===== src/rtl/flash_sample_unpacker.sv =====
// flash_sample_unpacker
//   Requests packed words from the flash read controller and splits each word
//   into SAMPLES_PER_WORD samples, lowest slice first or highest slice first.
//   The samples go into a small FIFO, and one sample leaves it per sample_tick.
//   Everything runs on one clock. sample_tick marks the audio sample rate.
//
// Ports
//   clock, reset       system clock, asynchronous active-high reset
//   enable             allows new word requests
//   flush              synchronous clear of buffered samples and of any unpack
//   reverse            unpack order for the next accepted word (1 = high first)
//   sample_tick        audio-rate strobe that pops one sample
//   read_data          word from the flash reader
//   data_valid         read_data valid this cycle
//   word_request       one-cycle request for the next flash word
//   audio_out          current output sample
//   sample_strobe      pulses the cycle after audio_out is loaded
//   underrun           pulses the cycle after a tick found no sample
//   fill_level         FIFO occupancy
//   underrun_count     saturating underrun counter
//
// state   | meaning
// IDLE    | waiting for enable and room for a whole word
// REQUEST | word_request is high this cycle
// WAIT    | waiting for data_valid
// UNPACK  | pushing one slice per cycle
// DISCARD | flushed while a word was outstanding; drop the next data_valid

module flash_sample_unpacker #(
    parameter int WORD_WIDTH   = 32,
    parameter int SAMPLE_WIDTH = 16,
    parameter int FIFO_DEPTH   = 4
) (
    input  logic                          clock,
    input  logic                          reset,
    input  logic                          enable,
    input  logic                          flush,
    input  logic                          reverse,
    input  logic                          sample_tick,
    input  logic [WORD_WIDTH-1:0]         read_data,
    input  logic                          data_valid,
    output logic                          word_request,
    output logic [SAMPLE_WIDTH-1:0]       audio_out,
    output logic                          sample_strobe,
    output logic                          underrun,
    output logic [$clog2(FIFO_DEPTH):0]   fill_level,
    output logic [15:0]                   underrun_count
);

    localparam int SPW    = WORD_WIDTH / SAMPLE_WIDTH;
    localparam int PTR_W  = $clog2(FIFO_DEPTH);
    localparam int FILL_W = PTR_W + 1;
    localparam int IDX_W  = (SPW > 1) ? $clog2(SPW) : 1;

    localparam logic [FILL_W-1:0] DEPTH_C  = FILL_W'(FIFO_DEPTH);
    localparam logic [FILL_W-1:0] SPW_C    = FILL_W'(SPW);
    localparam logic [IDX_W-1:0]  IDX_LAST = IDX_W'(SPW - 1);

    typedef enum logic [2:0] {
        S_IDLE,
        S_REQUEST,
        S_WAIT,
        S_UNPACK,
        S_DISCARD
    } state_t;

    state_t                  state_q, state_d;
    logic [WORD_WIDTH-1:0]   word_q, word_d;
    logic                    rev_q, rev_d;
    logic [IDX_W-1:0]        idx_q, idx_d;
    logic [SAMPLE_WIDTH-1:0] mem_q [FIFO_DEPTH];
    logic [SAMPLE_WIDTH-1:0] mem_d [FIFO_DEPTH];
    logic [PTR_W-1:0]        wr_ptr_q, wr_ptr_d;
    logic [PTR_W-1:0]        rd_ptr_q, rd_ptr_d;
    logic [FILL_W-1:0]       fill_q, fill_d;
    logic                    word_request_q, word_request_d;
    logic [SAMPLE_WIDTH-1:0] audio_out_q, audio_out_d;
    logic                    sample_strobe_q, sample_strobe_d;
    logic                    underrun_q, underrun_d;
    logic [15:0]             underrun_count_q, underrun_count_d;

    logic                    push;
    logic                    pop;
    logic                    space_ok;
    logic [IDX_W-1:0]        sel;
    logic [SAMPLE_WIDTH-1:0] push_data;

    assign word_request   = word_request_q;
    assign audio_out      = audio_out_q;
    assign sample_strobe  = sample_strobe_q;
    assign underrun       = underrun_q;
    assign fill_level     = fill_q;
    assign underrun_count = underrun_count_q;

    // Only one word is ever in flight, so checking for a whole word of room
    // before requesting guarantees the unpack pushes cannot overflow.
    assign space_ok = (DEPTH_C - fill_q) >= SPW_C;

    // Pop uses the registered fill, so a sample pushed this edge can only
    // leave on a later edge. A tick during flush counts as an underrun.
    assign pop = sample_tick && !flush && (fill_q != '0);

    always_comb begin
        sel       = rev_q ? (IDX_LAST - idx_q) : idx_q;
        push_data = '0;
        for (int i = 0; i < SPW; i++) begin
            if (sel == IDX_W'(i)) begin
                push_data = word_q[i*SAMPLE_WIDTH +: SAMPLE_WIDTH];
            end
        end
    end

    always_comb begin
        state_d        = state_q;
        word_d         = word_q;
        rev_d          = rev_q;
        idx_d          = idx_q;
        word_request_d = 1'b0;
        push           = 1'b0;

        case (state_q)
            S_IDLE: begin
                if (enable && !flush && space_ok) begin
                    state_d        = S_REQUEST;
                    word_request_d = 1'b1;
                end
            end
            S_REQUEST: begin
                state_d = flush ? S_DISCARD : S_WAIT;
            end
            S_WAIT: begin
                if (flush) begin
                    // A word arriving together with the flush is the one to drop.
                    state_d = data_valid ? S_IDLE : S_DISCARD;
                end else if (data_valid) begin
                    word_d  = read_data;
                    rev_d   = reverse;
                    idx_d   = '0;
                    state_d = S_UNPACK;
                end
            end
            S_UNPACK: begin
                if (flush) begin
                    state_d = S_IDLE;
                end else begin
                    push  = 1'b1;
                    idx_d = idx_q + IDX_W'(1);
                    if (idx_q == IDX_LAST) begin
                        state_d = S_IDLE;
                    end
                end
            end
            S_DISCARD: begin
                if (data_valid) begin
                    state_d = S_IDLE;
                end
            end
            default: state_d = S_IDLE;
        endcase
    end

    always_comb begin
        mem_d            = mem_q;
        wr_ptr_d         = wr_ptr_q;
        rd_ptr_d         = rd_ptr_q;
        fill_d           = fill_q;
        audio_out_d      = audio_out_q;
        sample_strobe_d  = 1'b0;
        underrun_d       = 1'b0;
        underrun_count_d = underrun_count_q;

        if (flush) begin
            wr_ptr_d = '0;
            rd_ptr_d = '0;
            fill_d   = '0;
        end else begin
            if (push) begin
                mem_d[wr_ptr_q] = push_data;
                wr_ptr_d        = wr_ptr_q + PTR_W'(1);
            end
            if (pop) begin
                audio_out_d     = mem_q[rd_ptr_q];
                rd_ptr_d        = rd_ptr_q + PTR_W'(1);
                sample_strobe_d = 1'b1;
            end
            fill_d = fill_q + FILL_W'(push) - FILL_W'(pop);
        end

        if (sample_tick && !pop) begin
            underrun_d = 1'b1;
            if (underrun_count_q != 16'hFFFF) begin
                underrun_count_d = underrun_count_q + 16'd1;
            end
        end
    end

    always_ff @(posedge clock or posedge reset) begin
        if (reset) begin
            state_q          <= S_IDLE;
            word_q           <= '0;
            rev_q            <= 1'b0;
            idx_q            <= '0;
            for (int i = 0; i < FIFO_DEPTH; i++) begin
                mem_q[i] <= '0;
            end
            wr_ptr_q         <= '0;
            rd_ptr_q         <= '0;
            fill_q           <= '0;
            word_request_q   <= 1'b0;
            audio_out_q      <= '0;
            sample_strobe_q  <= 1'b0;
            underrun_q       <= 1'b0;
            underrun_count_q <= '0;
        end else begin
            state_q          <= state_d;
            word_q           <= word_d;
            rev_q            <= rev_d;
            idx_q            <= idx_d;
            mem_q            <= mem_d;
            wr_ptr_q         <= wr_ptr_d;
            rd_ptr_q         <= rd_ptr_d;
            fill_q           <= fill_d;
            word_request_q   <= word_request_d;
            audio_out_q      <= audio_out_d;
            sample_strobe_q  <= sample_strobe_d;
            underrun_q       <= underrun_d;
            underrun_count_q <= underrun_count_d;
        end
    end

endmodule


===== config.mk =====
export PLATFORM = sky130hd
export DESIGN_NAME = flash_sample_unpacker
export DESIGN_NICKNAME = d
export VERILOG_FILES = /design/src/rtl/flash_sample_unpacker.sv
export SDC_FILE = /design/constraint.sdc
export NUM_CORES = 1
export LEC_CHECK = 0
export CORE_UTILIZATION = 40
export DETAILED_ROUTE_END_ITERATION = 6
export SLEW_MARGIN = 0
export SYNTH_ARGS = -nofsm -noshare
export SYNTH_HDL_FRONTEND = slang
export SYNTH_SLANG_ARGS = --single-unit
export TNS_END_PERCENT = 100

===== constraint.sdc =====
create_clock -name clock -period 7.5 [get_ports clock]
set_input_delay 1.5 -clock clock [delete_from_list [all_inputs] [get_ports clock]]
set_output_delay 1.5 -clock clock [all_outputs]
set_load 0.05 [all_outputs]

Yosys cells after proc, flatten, opt, wreduce, memory -nomap -nowiden
Cells that the tools add are included.

word-level totals
  memories kept = 0
  bits of input ports = 39
  flip-flop bits (word level) = 143
  memory bits (read-only) = 0
  output and inout bits = 38
  logic and storage cells = 95
  memory bits (writable) = 0
  latch bits = 0

cells by class
  multiply operators = 0
  bitwise logic cells = 3
  mux-type cells = 33
  reduce and logical (&&, ||, !) cells = 19
  $lt $le $gt $ge = 4
  $add $sub $neg = 8
  eq/ne operators = 12
  shift-type cells = 0
  divide/modulo/power cells = 0

operator list
  kind                     number
  $bwmux W64               1
  $mux W16                 4
  $bmux W16 S2             1
  $demux W16 S2            1
  $mux W3                  9
  $add A16 B1 Y16 const B  1
  $ne A16 B16 Y1 const B   1
  $pmux W3 S5              1
  $mux W1                  11
  $ne A2 B2 Y1 const B     5
  $mux W2                  4
  $reduce_and A4 Y1        2
  $eq A3 B2 Y1 const B     2
  $ge A3 B3 Y1 const B     2
  $logic_and A1 B1 Y1      6
  $ne A3 B3 Y1 const B     2
  $not A2 Y3               2
  $reduce_and A2 Y1        3
  $reduce_bool A2 Y1       3
  $add A2 B1 Y2 const B    2
  $add A3 B1 Y3            1
  $eq A3 B1 Y1 const B     1
  $eq A3 B3 Y1 const B     1
  $ge A3 B2 Y1 const B     1
  other kinds (11)         12

Logic depth before layout (Yosys ltp)
  depth in word-level cells = 6
  gate-level depth with buffers = 11
  depth with buffers taken out = 11

Worst setup path after synthesis
No wires, ideal clock.

  kind = input to register
  start = input port sample_tick
  end = register fill_q[2] (netlist: fill_level[2])
  cell stages on the path = 8
  setup time = 0.119 ns
  path slack = 4.506 ns
  arrival time = 2.875 ns
  cell sequence = nor2b_2 -> and2_1 -> buf_4 -> buf_4 -> nor2b_1 -> fa_1 -> xnor2_1 -> nor2_1

on the way
  cells in the longest elaborated chain, start to end = 4

RTL lines
  element                           line  text
  start: declaration                39    input logic sample_tick,
  $logic_and A1 B1 Y1 (2 in a row)  101   assign pop = sample_tick && !flush && (fill_q != '0);
  $sub A3 B1 Y3                     186   fill_d = fill_q + FILL_W'(push) - FILL_W'(pop);
  $mux W3                           172   if (flush) begin
  net fill_d[2]                     75    logic [FILL_W-1:0] fill_q, fill_d;
  end signal: assignment            222   fill_q <= fill_d;
  end: declaration                  75

The timed path passes the listed nets, and every way through them passes these cells.
A chain may end at the register's enable or synchronous reset.

Worst setup path in the final report
  start = input port flush
  end = register fill_q[1] (netlist: fill_level[1])

on the way
  cells in the longest elaborated chain, start to end = 5

RTL lines
  element                                                      line      text
  start: declaration                                           37        input logic flush,
  $mux W1 / $logic_not A1 Y1 (equally long branches)           143, 101
  $mux W1 / $logic_and A1 B1 Y1 (equally long branches)        121, 101
  $add A3 B1 Y3 / $logic_and A1 B1 Y1 (equally long branches)  186, 101
  $sub A3 B1 Y3                                                186
  $mux W3 (*)                                                  172
  net fill_d[1]                                                75

Mark *: on every way through the listed nets, which the timed path passes. The rest lies on a longest branch.

==> summary.md <==
| Metric | Value |
|---|---|
| Status | finished clean |
| CP Max Fanout | 18 |
| Post-DP HPWL | 8107 µm |
| Critical Path RT | 7830 ps |
| Final Slew Violations | 0 |
| Die ar. | 16180 µm² |
| Final Skew | 6.297 ps |
| CTS Root Cell | clkbuf_16 |
| Grt total ovfl | 0 |
| Antenna cells | 0 |
| WHS Path Cells | 2 |
| First-pass GRT wire length | 20780 µm |
| Area share of the largest cell type after synthesis | 57.06% |
| CTS Hold Bufs | 0 |
| Area Overhead vs Synth | 24.10% |
| Seq/Total Area, Yosys | 57.06% |
| DRC | 0 |
| Clock transition at the registers of the reported paths | 50 ps |
| Buffers on Ports | 76 |
| Mapped Avg Cell Area | 12.47 µm² |
| Synth Register Bits | 143 |
| Slew @ Worst Pin | 1146 ps |
| Ys Warns | 0 |
| FP Rows | 45 |
| Post-Synthesis Cells | 503 |
| DRT Pass-1 Iters | 4 |
| Yosys cell types | 50 |
| Primary FF master, synth | dfrtp_1 |
| Final hold violation count | 0 |
| Leakage power | 3.385 nW |
| Unrepaired setup endpoints after global routing | false |
| Tmin final | 3607 ps |
| Via count | 3965 |
| Die Span Y | 127.2 µm |
| CP max stage delay | 740 ps |
| Post_cts resized | 0 |
| Filler instances | 1366 |
| Crit path kind | in -> reg |
| Per-cell routed wire length | 15.25 µm |
| Antenna violations before repair | 0 |
| Num CTS Buffers | 17 |
| Critical Path Source Type | input pin |
| Critical path cell sequence | clkdlybuf4s50_1 -> inv_1 -> and2_1 -> nor2b_1 -> fa_1 -> nor2_1 |
| Max Cap Violations | 0 |
| Initial Util | 41.10% |
| Tot GR Track Use | 16.65% |
| Mapped cell area | 6271 µm² |
| Largest net degree at the start of global routing | 92 |
| EDFF count, synth | 0 |
| Synth area leaders | dfrtp_1, mux2_2, nand2_1 |
| DR iter-0 viols | 191 |
| Ys async rst share | 100.0% |
| Core area | 15260 µm² |
| DIE WIDTH | 127.2 µm |
| CP Data Arrival Time | 3940 ps |
| Synthesized Nets | 552 |
| Sink Count | 143 |
| DP Cell Count | 768 |
| Via density | 4.962 |
| Most frequent cells after synthesis | dfrtp_1, nand2_1, mux2_2 |
| R2r worst-path depth | 8 |
| Worst IR drop on VDD | 0.1903 mV |
| CP max-delay cell | and2_1 |
| Post-synth top area cell | dfrtp_1 |
| Setup-failing EPs final | 0 |
| RD Place Congestion | 0.7563 |
| Worst Setup End Kind | flop |
| Post-Layout Cell Count | 799 |
| Slew margin rel. | 23.40% |
| Cell Pwr Density | 359.7 nW/µm² |
| Share of layout cells above drive strength 1 | 18.20% |
| Tcrit/Tclk final | 48.10% |
| Postcts setup bufs | 0 |
| Clk_lat worst skew | 410 ps |
| CTS tree | done |
| Number of H-tree levels | 4 |
| Worst Hold Class | reg -> reg |
| Clock Tree Buf Depth | 2 |
| Max Fclk | 277.2 MHz |
| Final wirelength | 12180 µm |
| TNS Setup | 0 ps |
| Post-route ant nets | 0 |
| Final nets | 625 |
| Cell with the most instances after synthesis | dfrtp_1 |
| Vias in the first global route | 4034 |
| IO Count | 77 |
## logic make-up after synthesis
group	share of synthesized area [%]
buffers and inverters	3.152
AND/OR/NAND/NOR	9.497
multiplexers	18.68
adder cells (fa/ha/maj)	2.115
XOR/XNOR	2.394
AO/OA/AOI/OAI	7.103
flip-flops	57.06
## cell usage in the layout, fill, tap and decap left out, types with 13 or more instances in the layout
master / n
dfrtp_1: 143
nand2_1: 80
clkdlybuf4s50_1: 76
mux2_2: 53
o21ai_1: 40
o21ai_0: 27
mux2i_1: 18
clkbuf_16: 17
nor2_1: 16
mux4_2: 13
## area by class of cell
class | instances | area, µm² | share of cell area, %
tap | 211 | 264.0 | 3.392
sequential | 143 | 3578 | 45.98
clock inverter | 5 | 100.1 | 1.286
clock buffer | 26 | 519.2 | 6.672
multi-input combinational | 325 | 2495 | 32.06
inverter | 10 | 42.54 | 0.5466
timing repair buffer | 79 | 783.3 | 10.06
## where the power goes
part	switching, mW	internal [mW]	total (mW)
combinational	0.521	0.358	0.879
clock	0.293	0.574	0.867
sequential	0.121	0.934	1.05
## metrics by stage
step / total power [mW] / hold slack (ps) / instance area [µm²] / setup slack (ps) / util, %
2_1_floorplan: 1.704 / 441.6 / 6271 / 2162 / -
3_3_place_gp: 1.935 / 455.7 / 7163 / 3521 / 46.95
3_5_place_dp: 1.959 / 466.4 / 7163 / 3418 / 46.95
4_1_cts: 2.833 / 478.8 / 7782 / 3864 / 51.00
5_1_grt: 2.947 / 498.0 / 7782 / 3739 / 51.00
6_report: 2.800 / 475.8 / 7782 / 3893 / 51.00
## worst paths after layout
kind                                               from                        endpoint  slack (ps)
min in group asynchronous                         reset  underrun_count[15]$_DFFE_PP0P_        1620
worst max register to register  fill_level[1]$_DFF_PP0_         fill_level[1]$_DFF_PP0_        4710
worst max-delay path                              flush         fill_level[1]$_DFF_PP0_        3890
max in group asynchronous                         reset           mem_q[32]$_DFFE_PP0P_        4690
worst min-delay path              mem_q[11]$_DFFE_PP0P_           mem_q[11]$_DFFE_PP0P_         480
worst min register to register    mem_q[11]$_DFFE_PP0P_           mem_q[11]$_DFFE_PP0P_         480
## per-layer routing
metal	share of wire (%)	wire, µm	vias up	global-route usage [%]
met5	0	0	-	0
met4	1.7	204	0	6.303
met3	3.6	433	17	3.141
met2	48	5802	75	26.60
met1	47	5740	1970	22.67
li1	-	-	1903	-
## flip-flops by register name, indices dropped and copies added, names as in the netlist
register and flops:
audio_out 16, underrun 1, word_q 32, idx_q 1, state_q 3, wr_ptr_q 2, rev_q 1, sample_strobe 1
mem_q 64, fill_level 3, word_request 1, underrun_count 16, rd_ptr_q 2
## critical path: cells and delay by family
kind | cells | cell delay (ps)
adder cells (fa/ha/maj) | 1 | 440
buffers and inverters | 2 | 910
AND/OR/NAND/NOR | 3 | 1100
No activity file was read; power rests on OpenSTA's default activity.
